==> config.mk <==
export PLATFORM = sky130hd
export DESIGN_NAME = irq_sched
export DESIGN_NICKNAME = d
export VERILOG_FILES = /design/src/rtl/irq_sched.sv
export SDC_FILE = /design/constraint.sdc
export NUM_CORES = 1
export LEC_CHECK = 0
export CAP_MARGIN = 20
export CORE_MARGIN = 2
export CORE_UTILIZATION = 35
export CTS_CLUSTER_DIAMETER = 100
export DETAILED_ROUTE_END_ITERATION = 6
export MAX_ROUTING_LAYER = met4
export PLACE_DENSITY_LB_ADDON = 0.1
export SYNTH_ARGS = -nofsm -noshare
export SYNTH_HDL_FRONTEND = slang
export SYNTH_SLANG_ARGS = --single-unit
==> constraint.sdc <==
create_clock -name clk_in -period 6.3 [get_ports clk_in]
set_input_delay 0.945 -clock clk_in [delete_from_list [all_inputs] [get_ports clk_in]]
set_output_delay 0.945 -clock clk_in [all_outputs]
set_load 0.005 [all_outputs]
==> src/rtl/irq_sched.sv <==
// Machine-level interrupt scheduler: synchronizes the external IRQ, holds the software
// IRQ and the 64-bit timer, and drives a registered request/cause handshake to WB.
module irq_sched #(
   parameter int RSZ         = 32,
   parameter int SYNC_STAGES = 2
) (
   input  logic           clk_in,
   input  logic           reset_in,
   input  logic           ext_irq_in,
   input  logic           msip_set_in,
   input  logic           msip_clr_in,
   input  logic           time_tick_in,
   input  logic           mtime_lo_wr,
   input  logic           mtime_hi_wr,
   input  logic           mtimecmp_lo_wr,
   input  logic           mtimecmp_hi_wr,
   input  logic [31:0]    wdata_in,
   input  logic [1:0]     mode_in,
   input  logic           mstatus_mie_in,
   input  logic           msie_in,
   input  logic           mtie_in,
   input  logic           meie_in,
   input  logic           irq_ack_in,
   input  logic           mret_in,
   output logic           mip_msip,
   output logic           mip_mtip,
   output logic           mip_meip,
   output logic           irq_req,
   output logic [RSZ-1:0] irq_cause,
   output logic [63:0]    mtime,
   output logic [63:0]    mtimecmp
);

   typedef enum logic [1:0] {
      ST_IDLE,
      ST_REQ,
      ST_SERVICE
   } state_t;

   localparam logic [3:0] CODE_MSI = 4'd3;
   localparam logic [3:0] CODE_MTI = 4'd7;
   localparam logic [3:0] CODE_MEI = 4'd11;

   state_t                 state_q, state_d;
   logic [RSZ-1:0]         cause_q, cause_d;
   logic [SYNC_STAGES-1:0] sync_q, sync_d;
   logic                   msip_q, msip_d;
   logic [63:0]            mtime_q, mtime_d;
   logic [63:0]            mtimecmp_q, mtimecmp_d;

   logic                   eligible;
   logic                   msi_act, mti_act, mei_act, any_act;
   logic [RSZ-1:0]         sel_cause;

   // NOTE: every always_comb output gets a default first so no path can leave it unassigned (no latch).
   always_comb begin
      sync_d = {sync_q[SYNC_STAGES-2:0], ext_irq_in};

      // Set has priority over clear when both strobes arrive together.
      msip_d = msip_q;
      if (msip_set_in)      msip_d = 1'b1;
      else if (msip_clr_in) msip_d = 1'b0;

      // A half write replaces the tick for that cycle; the untouched half holds.
      mtime_d = mtime_q;
      if (mtime_lo_wr || mtime_hi_wr) begin
         if (mtime_lo_wr) mtime_d[31:0]  = wdata_in;
         if (mtime_hi_wr) mtime_d[63:32] = wdata_in;
      end else if (time_tick_in) begin
         mtime_d = mtime_q + 64'd1;
      end

      mtimecmp_d = mtimecmp_q;
      if (mtimecmp_lo_wr) mtimecmp_d[31:0]  = wdata_in;
      if (mtimecmp_hi_wr) mtimecmp_d[63:32] = wdata_in;
   end

   assign mip_meip = sync_q[SYNC_STAGES-1];
   assign mip_msip = msip_q;
   assign mip_mtip = (mtime_q >= mtimecmp_q);

   assign eligible = (mode_in != 2'd3) | mstatus_mie_in;
   assign msi_act  = mip_msip & msie_in;
   assign mti_act  = mip_mtip & mtie_in;
   assign mei_act  = mip_meip & meie_in;
   assign any_act  = msi_act | mti_act | mei_act;

   // Fixed priority MEI > MSI > MTI, interrupt bit in the MSB.
   always_comb begin
      sel_cause          = '0;
      sel_cause[RSZ-1]   = 1'b1;
      if (mei_act)      sel_cause[3:0] = CODE_MEI;
      else if (msi_act) sel_cause[3:0] = CODE_MSI;
      else              sel_cause[3:0] = CODE_MTI;
   end

   always_comb begin
      state_d = state_q;
      cause_d = cause_q;
      unique case (state_q)
         ST_IDLE: begin
            if (eligible && any_act) begin
               state_d = ST_REQ;
               cause_d = sel_cause;
            end
         end
         // Cause stays frozen while requesting; ack beats a simultaneous withdraw.
         ST_REQ: begin
            if (irq_ack_in)                  state_d = ST_SERVICE;
            else if (!any_act || !eligible)  state_d = ST_IDLE;
         end
         ST_SERVICE: begin
            if (mret_in) state_d = ST_IDLE;
         end
         default: state_d = ST_IDLE;
      endcase
   end

   // NOTE: sequential state uses non-blocking assignments so all flops sample the same pre-edge values.
   always_ff @(posedge clk_in or negedge reset_in) begin
      if (!reset_in) begin
         state_q    <= ST_IDLE;
         cause_q    <= '0;
         sync_q     <= '0;
         msip_q     <= 1'b0;
         mtime_q    <= '0;
         mtimecmp_q <= '1;
      end else begin
         state_q    <= state_d;
         cause_q    <= cause_d;
         sync_q     <= sync_d;
         msip_q     <= msip_d;
         mtime_q    <= mtime_d;
         mtimecmp_q <= mtimecmp_d;
      end
   end

   assign irq_req   = (state_q == ST_REQ);
   assign irq_cause = cause_q;
   assign mtime     = mtime_q;
   assign mtimecmp  = mtimecmp_q;

endmodule
After elaboration in Yosys (flattened, before gate mapping):

Index checks and enable logic that the tools add are counted.
Widths: inputs -> output; s select.

* flip-flop bits (word level): 138
* input port bits: 50
* output and inout bits: 164
* word-level logic and storage cells: 49

* add/subtract/negate cells: 1
* $lt $le $gt $ge: 1
* eq/ne operators: 8
* multiplexer cells: 13
* bitwise logic cells: 6
* reduce and logical (&&, ||, !) cells: 12

Operator list (number)
* $mux 64: 2
* $add 64x1->64 const B: 1
* $ge 64x64->1: 1
* $mux 32: 2
* $ne 2x2->1 const B: 5
* $mux 2: 4
* $pmux 2 s3: 1
* $reduce_and 2->1: 3
* $mux 4: 1
* $reduce_bool 2->1: 2
* $and 1x1->1: 3
* $mux 3: 1
* $ne 3x2->1 const B: 1
* $or 1x1->1: 3
* $reduce_and 3->1: 1
* $eq 2x1->1 const B: 1
* $eq 2x2->1 const B: 1
* $logic_not 1->1: 2
* $logic_not 2->1: 1
* $logic_or 1x1->1: 2
* $mux 1: 2
* $logic_and 1x1->1: 1

Logic depth before layout (Yosys ltp):

Gate-level depths: netlist (run 1).

* depth after elaboration: 9
* gate-level depth with buffers: 10
* gate-level depth less buffers: 9

Worst setup path after synthesis (run 1):

Ideal clock, no wire load.

* path kind: reg-to-output
* from: register mtimecmp_q[15] (netlist: mtimecmp[15])
* to: output port mip_mtip
* data arrival time: 1.995 ns
* required time: 5.355 ns
* slack: 3.360 ns
* cell stages (with the launch flop): 9
* buffers on the path: 0
* cells stage by stage: dfstp_2 > inv_1 > ha_1 > and4_1 > o211ai_1 > or4_1 > a31oi_1 > o31ai_1 > nand2_1

* longest elaborated chain between the ends: 1

RTL lines
* start: declaration: line 49 `logic [63:0] mtimecmp_q, mtimecmp_d;`
* start signal: assignment: line 134 `mtimecmp_q <= mtimecmp_d;`
* $ge 64x64->1: line 80 `assign mip_mtip = (mtime_q >= mtimecmp_q);`
* end: declaration: line 26 `output logic mip_mtip,`

No other way between the ends.

Worst setup path after layout (run 1):

* from: register mtimecmp_q[43] (netlist: mtimecmp[43])
* to: output port mip_mtip

The elaborated chain is that of the path after synthesis.

==> results.yml, run 1 <==
outcome:
  outcome: "completed"
global_route:
  grt_pass1_vias: 7510
  grt_max_degree: 90
  antenna_found_initial: 0
  grt_pass1_wl_um: 44300
  grt_overflow: 0
  track_usage: 0.229
route:
  drt_iter0_drc: 526
  dr.pass1.iters: 5
  routed_wl_um: 28000
  ant_nets: 0
  drc_errors: 0
  routedWlPerCell_um: 19.0
  vias_per_cell: 5.26
  dr_total_vias: 7742
pwr:
  power_frac_clock: 0.384
  switching_share: 0.303
  vdd_drop_max_v: 0.000176
  power.share.sequential: 0.378
  power-per-cell-area_mw_per_mm2: 266
  p_leak_uw: 0.00463
  p_int_uw: 2060
  combPwrFrac: 0.238
  switching_power_uw: 896
synthesis:
  synth_flop_cell: "dfrtp_1"
  async_flop_share: 1.00
  avgSynthCellArea_um2: 8.64
  synth_cells: 978
  yosys-top-cells-count: "nand2_1 (128), o21ai_0 (108), a21oi_1 (101)"
  synth.area.top_cells: "dfrtp_1 (21%), dfstp_2 (20%), ha_1 (9.6%), o21ai_0 (6.4%), a21oi_1 (6.0%)"
  yosysMostFrequentCell: "nand2_1"
  synth_edf_count: 0
  yosysWarnings: 0
  synth.distinct_cells: 69
  yosys.area.top_type_share: 0.213
  synth_top_area_cell: "dfrtp_1"
  syn_area_mm2: 0.00845
  synth-seq-cells: 136
  yosysSeqAreaShare: 0.412
finish:
  design_area_mm2: 0.0111
  final_core_util: 0.470
  final_nets: 1254
  antenna_cells: 0
  drive_above_1_share: 0.125
  synthToLayoutAreaGrowth_pct: 31.3
worst_setup_path:
  cp_data_arrival_time_ns: 3.80
  path_max_fanout: 3
  required_ns: 5.35
  end_kind: "primary output"
  start_kind: "flop"
  worstSetupPathType: "reg2out"
sta:
  tns_ns: 0
  setup_viol: 0
  period_needed_ns: 4.74
  max_slew_margin: 0.319
  finalCritPeriodShare: 0.753
  hold_viol_final: 0
  rsz0062_at_grt: "false"
  fmax_mhz: 211
  fin_worst_skew_ns: 0.0117
  max_slew.worst_pin.slew_ns: 1.02
  slew_viol_final: 0
cts:
  ctsRootBufferMaster: "clkbuf_16"
  clk_latency_ns: 0.43
  tritoncts: "yes"
  post_cts_resized: 0
  htreeDepth: 4
  cts_max_path_buffers: 2
  ctsHoldBuffers: 0
  numCtsBuffers: 17
  path_clk_slew_ns: 0.06
  clock_sinks: 136
  cts_setup_buffers: 0
floorplanning:
  ios: 214
  rows: 56
  die_width_um: 159
  initial_core_util: 0.358
  fp.coreArea_mm2: 0.0236
  die_height_um: 159
  die_area_mm2: 0.0254
placed_design:
  dpl-instance-area_mm2: 0.0104
  numPortBuffers: 186
  dp_hpwl_um: 20300
  gp_congestion: 0.837
job:
  cap_violations: 0
hold_path:
  min_path_type: "reg2reg"
flip-flops by register name (all words and copies together), names as in the netlist:
name	flops
irq_cause	3
mip_msip	1
mtime	64
mtimecmp	64
state_q	2
sync_q	2
layer usage:
| metal | global-route usage | wire length, um |
|---|---|---|
| met5 | - | 0 |
| met4 | 0.0558 | 375 |
| met3 | 0.0469 | 1520 |
| met2 | 0.345 | 12800 |
| met1 | 0.315 | 13300 |
cell type report:
type,count,area [um2]
repair buffers,193,1920
clock inverters,14,223
multi-input cells,719,4370
clock buffers,18,429
well taps,319,399
inverters,72,270
fillers,2358,12500
flip-flops and latches,136,3480
path summary, 6_finish.rpt:
kind | startpoint | endpoint | slack [ns] | cells after the start
worst max-delay path | mtimecmp[43]$_DFFE_PN1P_ | mip_mtip | 1.56 | 9
worst min-delay path | sync_q[0]$_DFF_PN0_ | sync_q[1]$_DFF_PN0_ | 0.36 | 0
worst max register to register | mtimecmp[43]$_DFFE_PN1P_ | irq_cause[2]$_DFFE_PN0P_ | 2.87 | 9
worst min register to register | sync_q[0]$_DFF_PN0_ | sync_q[1]$_DFF_PN0_ | 0.36 | 0
max in group asynchronous | reset_in | mtime[18]$_DFFE_PN0P_ | 4.58 | 2
min in group asynchronous | reset_in | mtime[63]$_DFFE_PN0P_ | 0.57 | 1
metrics by stage:
| step | worst slack [ns] | instances | power [uW] | hold slack [ns] |
|---|---|---|---|---|
| 6_report | 1.56 | 1471 | 2950 | 0.357 |
| 5_1_grt | 1.31 | 1471 | 3110 | 0.369 |
| 4_1_cts | 1.59 | 1470 | 2980 | 0.356 |
| 3_5_place_dp | 2.06 | 1438 | 1830 | 0.341 |
| 3_3_place_gp | 2.25 | 1438 | 1830 | 0.335 |
| 2_1_floorplan | 3.36 | 1004 | 1450 | 0.331 |
cell families (layout without fill, tap and decap cells):
group | after synthesis | count (layout) | synth area share
AO/OA/AOI/OAI | 298 | 298 | 0.203
XOR/XNOR | 6 | 6 | 0.00622
adder cells (fa/ha/maj) | 65 | 65 | 0.0963
buffers and inverters | 149 | 297 | 0.0828
flip-flops | 136 | 136 | 0.412
multiplexers | 4 | 4 | 0.00489
other | 1 | 27 | 0.000444
AND/OR/NAND/NOR | 319 | 319 | 0.194
placed cells by master, fill, tap and decap left out, types with 6 or more instances in the layout:
cell,synthesis,final
a211oi_1,6,6
a21o_1,9,9
a21oi_1,101,101
a311oi_1,6,6
a31oi_1,10,10
and3_1,10,10
and3_2,9,9
buf_4,31,6
clkbuf_16,0,17
clkdlybuf4s50_1,0,183
conb_1,1,27
dfrtp_1,72,72
dfstp_2,64,64
ha_1,65,65
inv_1,72,72
nand2_1,128,128
nand3_1,32,32
nand4_1,18,18
nor2_1,61,60
nor3_1,8,8
nor4_1,7,7
o21ai_0,108,108
o22a_1,8,8
o22ai_1,21,21
critical path, cell delays in order (launching register included):
cell and delay, ns:
dfstp_2 0.53, inv_1 0.05, ha_1 0.30, nand4_1 0.23
nor4_1 0.89, nand3_1 0.20, a31oi_1 0.33, o31ai_1 0.17
nand2_1 0.14, clkdlybuf4s50_1 0.52
power by group through the flow:
stage / Combinational [uW] / Clock (uW) / Sequential [uW]
finish: 704 / 1130 / 1120
global route: 789 / 1180 / 1130
CTS: 710 / 1150 / 1120
detailed placement: 704 / 0 / 1130
global placement: 701 / 0 / 1130
floorplan: 346 / 0 / 1110
Note: power is estimated with default switching activity, not from simulation.
==> inputs of run 2 (changes only) <==
==> constraint.sdc (replaced) <==
create_clock -name clk_in -period 4.6 [get_ports clk_in]
set_input_delay 0.69 -clock clk_in [delete_from_list [all_inputs] [get_ports clk_in]]
set_output_delay 0.69 -clock clk_in [all_outputs]
set_load 0.005 [all_outputs]
==> results.yml, run 2 (synthesis gave the netlist of run 1 again) <==
sta:
  rsz0062_at_grt: "false"
  hold_viol_final: 0
  max_slew_margin: 0.313
  fmax_mhz: 234
  tns_ns: 0
  finalCritPeriodShare: 0.931
  setup_viol: 0
  max_slew.worst_pin.slew_ns: 1.03
  fin_worst_skew_ns: 0.0120
  period_needed_ns: 4.28
  slew_viol_final: 0
finish:
  design_area_mm2: 0.0111
  final_nets: 1258
  seqCellArea_mm2: 0.00348
  antenna_cells: 0
  synthToLayoutAreaGrowth_pct: 31.6
  multi_input_area_mm2: 0.00438
  fill_cells: 2341
  layout_commonest_cell: "clkdlybuf4s50_1"
  drive_above_1_share: 0.126
  final_cell_mix: "clkdlybuf4s50_1 (183), nand2_1 (128), o21ai_0 (108), a21oi_1 (101)"
route:
  drc_errors: 0
  dr_total_vias: 7756
  drt_iter0_drc: 537
  routed_wl_um: 27900
  dr.pass1.iters: 5
  routedWlPerCell_um: 18.9
  vias_per_cell: 5.26
  ant_nets: 0
cts:
  htreeDepth: 4
  clock_sinks: 136
  ctsRootBufferMaster: "clkbuf_16"
  tritoncts: "yes"
  path_clk_slew_ns: 0.06
  cts_setup_buffers: 0
  numCtsBuffers: 17
  clk_latency_ns: 0.43
  cts_max_path_buffers: 2
global_route:
  grt_pass1_vias: 7536
  grt_max_degree: 86
  grt_pass1_wl_um: 43800
  track_usage: 0.228
  grt_overflow: 0
  antenna_found_initial: 0
placed_design:
  numPortBuffers: 186
  gp_congestion: 0.871
  dp_hpwl_um: 20600
  dpl-instance-area_mm2: 0.0105
worst_setup_path:
  r2r-end: "irq_cause[2]$_DFFE_PN0P_"
  required_ns: 3.91
  start_kind: "flop"
  rr_worst_depth: 9
  cp_data_arrival_time_ns: 3.59
  path_max_fanout: 3
  end_kind: "primary output"
  worstSetupPathType: "reg2out"
  reg2reg_slack_ns: 1.44
  r2r-start: "mtimecmp[43]$_DFFE_PN1P_"
floorplanning:
  rows: 56
  die_area_mm2: 0.0254
  initial_core_util: 0.358
  die_height_um: 159
  ios: 214
  fp.coreArea_mm2: 0.0236
  die_width_um: 159
outcome:
  outcome: "completed"
pwr:
  power-per-cell-area_mw_per_mm2: 363
  vdd_drop_max_v: 0.000214
  p_leak_uw: 0.00464
hold_path:
  min_path_type: "in2async"
job:
  cap_violations: 0
==> run 2: worst max path at each step <==
| stage | startpoint | slack, ns | cells past startpoint | to |
|---|---|---|---|---|
| floorplan | mtimecmp[15]$_DFFE_PN1P_ | 1.91 | 8 | mip_mtip |
| global placement | mtimecmp[43]$_DFFE_PN1P_ | 0.48 | 9 | mip_mtip |
| detailed placement | mtimecmp[43]$_DFFE_PN1P_ | 0.48 | 9 | mip_mtip |
| CTS | mtimecmp[43]$_DFFE_PN1P_ | 0.01 | 9 | mip_mtip |
| global route | mtimecmp[43]$_DFFE_PN1P_ | 0.21 | 9 | mip_mtip |
| finish | mtimecmp[43]$_DFFE_PN1P_ | 0.32 | 9 | mip_mtip |
==> run 2: metal layers <==
| metal | vias to the layer above | wire length (um) | track usage |
|---|---|---|---|
| met1 | 3726 | 13000 | 0.309 |
| met2 | 257 | 12800 | 0.347 |
| li1 | 3746 | - | - |
| met4 | 0 | 486 | 0.0636 |
| met3 | 27 | 1660 | 0.0456 |
| met5 | - | 0 | - |
==> run 2: worst max-delay path: stages, from the launching register on <==
cell and delay (ns):
dfstp_2 0.52, inv_1 0.04, ha_1 0.30, nand4_1 0.23
nor4_2 0.62, nand3_1 0.23, a31oi_1 0.38, o31ai_1 0.18
nand2_1 0.14, clkdlybuf4s50_1 0.52
==> run 2: power breakdown <==
group	leakage (uW)	switching [uW]	internal [uW]	total, uW
logic	0.00284	483	484	967
registers	0.00149	160	1370	1530
clock network	0.000314	538	1000	1540
total	0.00464	1180	2850	4030
==> run 2: layout make-up <==
cell class,count,area share
clock buffers,24,0.0433
clock inverters,8,0.0151
inverters,72,0.0243
multi-input cells,719,0.394
flip-flops and latches,136,0.313
well taps,319,0.0359
repair buffers,197,0.174
==> run 2: repair_timing <==
action	CTS	global route
setup endpoints to repair	0	1
gates resized for setup	0	1
hold buffers	0	0
endpoints found under the hold margin	0	0
==> run 2: stage by stage <==
step / setup slack (ns) / cells / hold slack (ns) / utilization / total power, uW
finish: 0.318 / 1475 / 0.350 / 0.471 / 4030
global placement: 0.484 / 1443 / 0.335 / 0.443 / 2500
global route: 0.212 / 1475 / 0.380 / 0.471 / 4260
detailed placement: 0.476 / 1443 / 0.338 / 0.443 / 2510
CTS: 0.0145 / 1475 / 0.352 / 0.470 / 4080
floorplan: 1.91 / 1004 / 0.331 / - / 1990
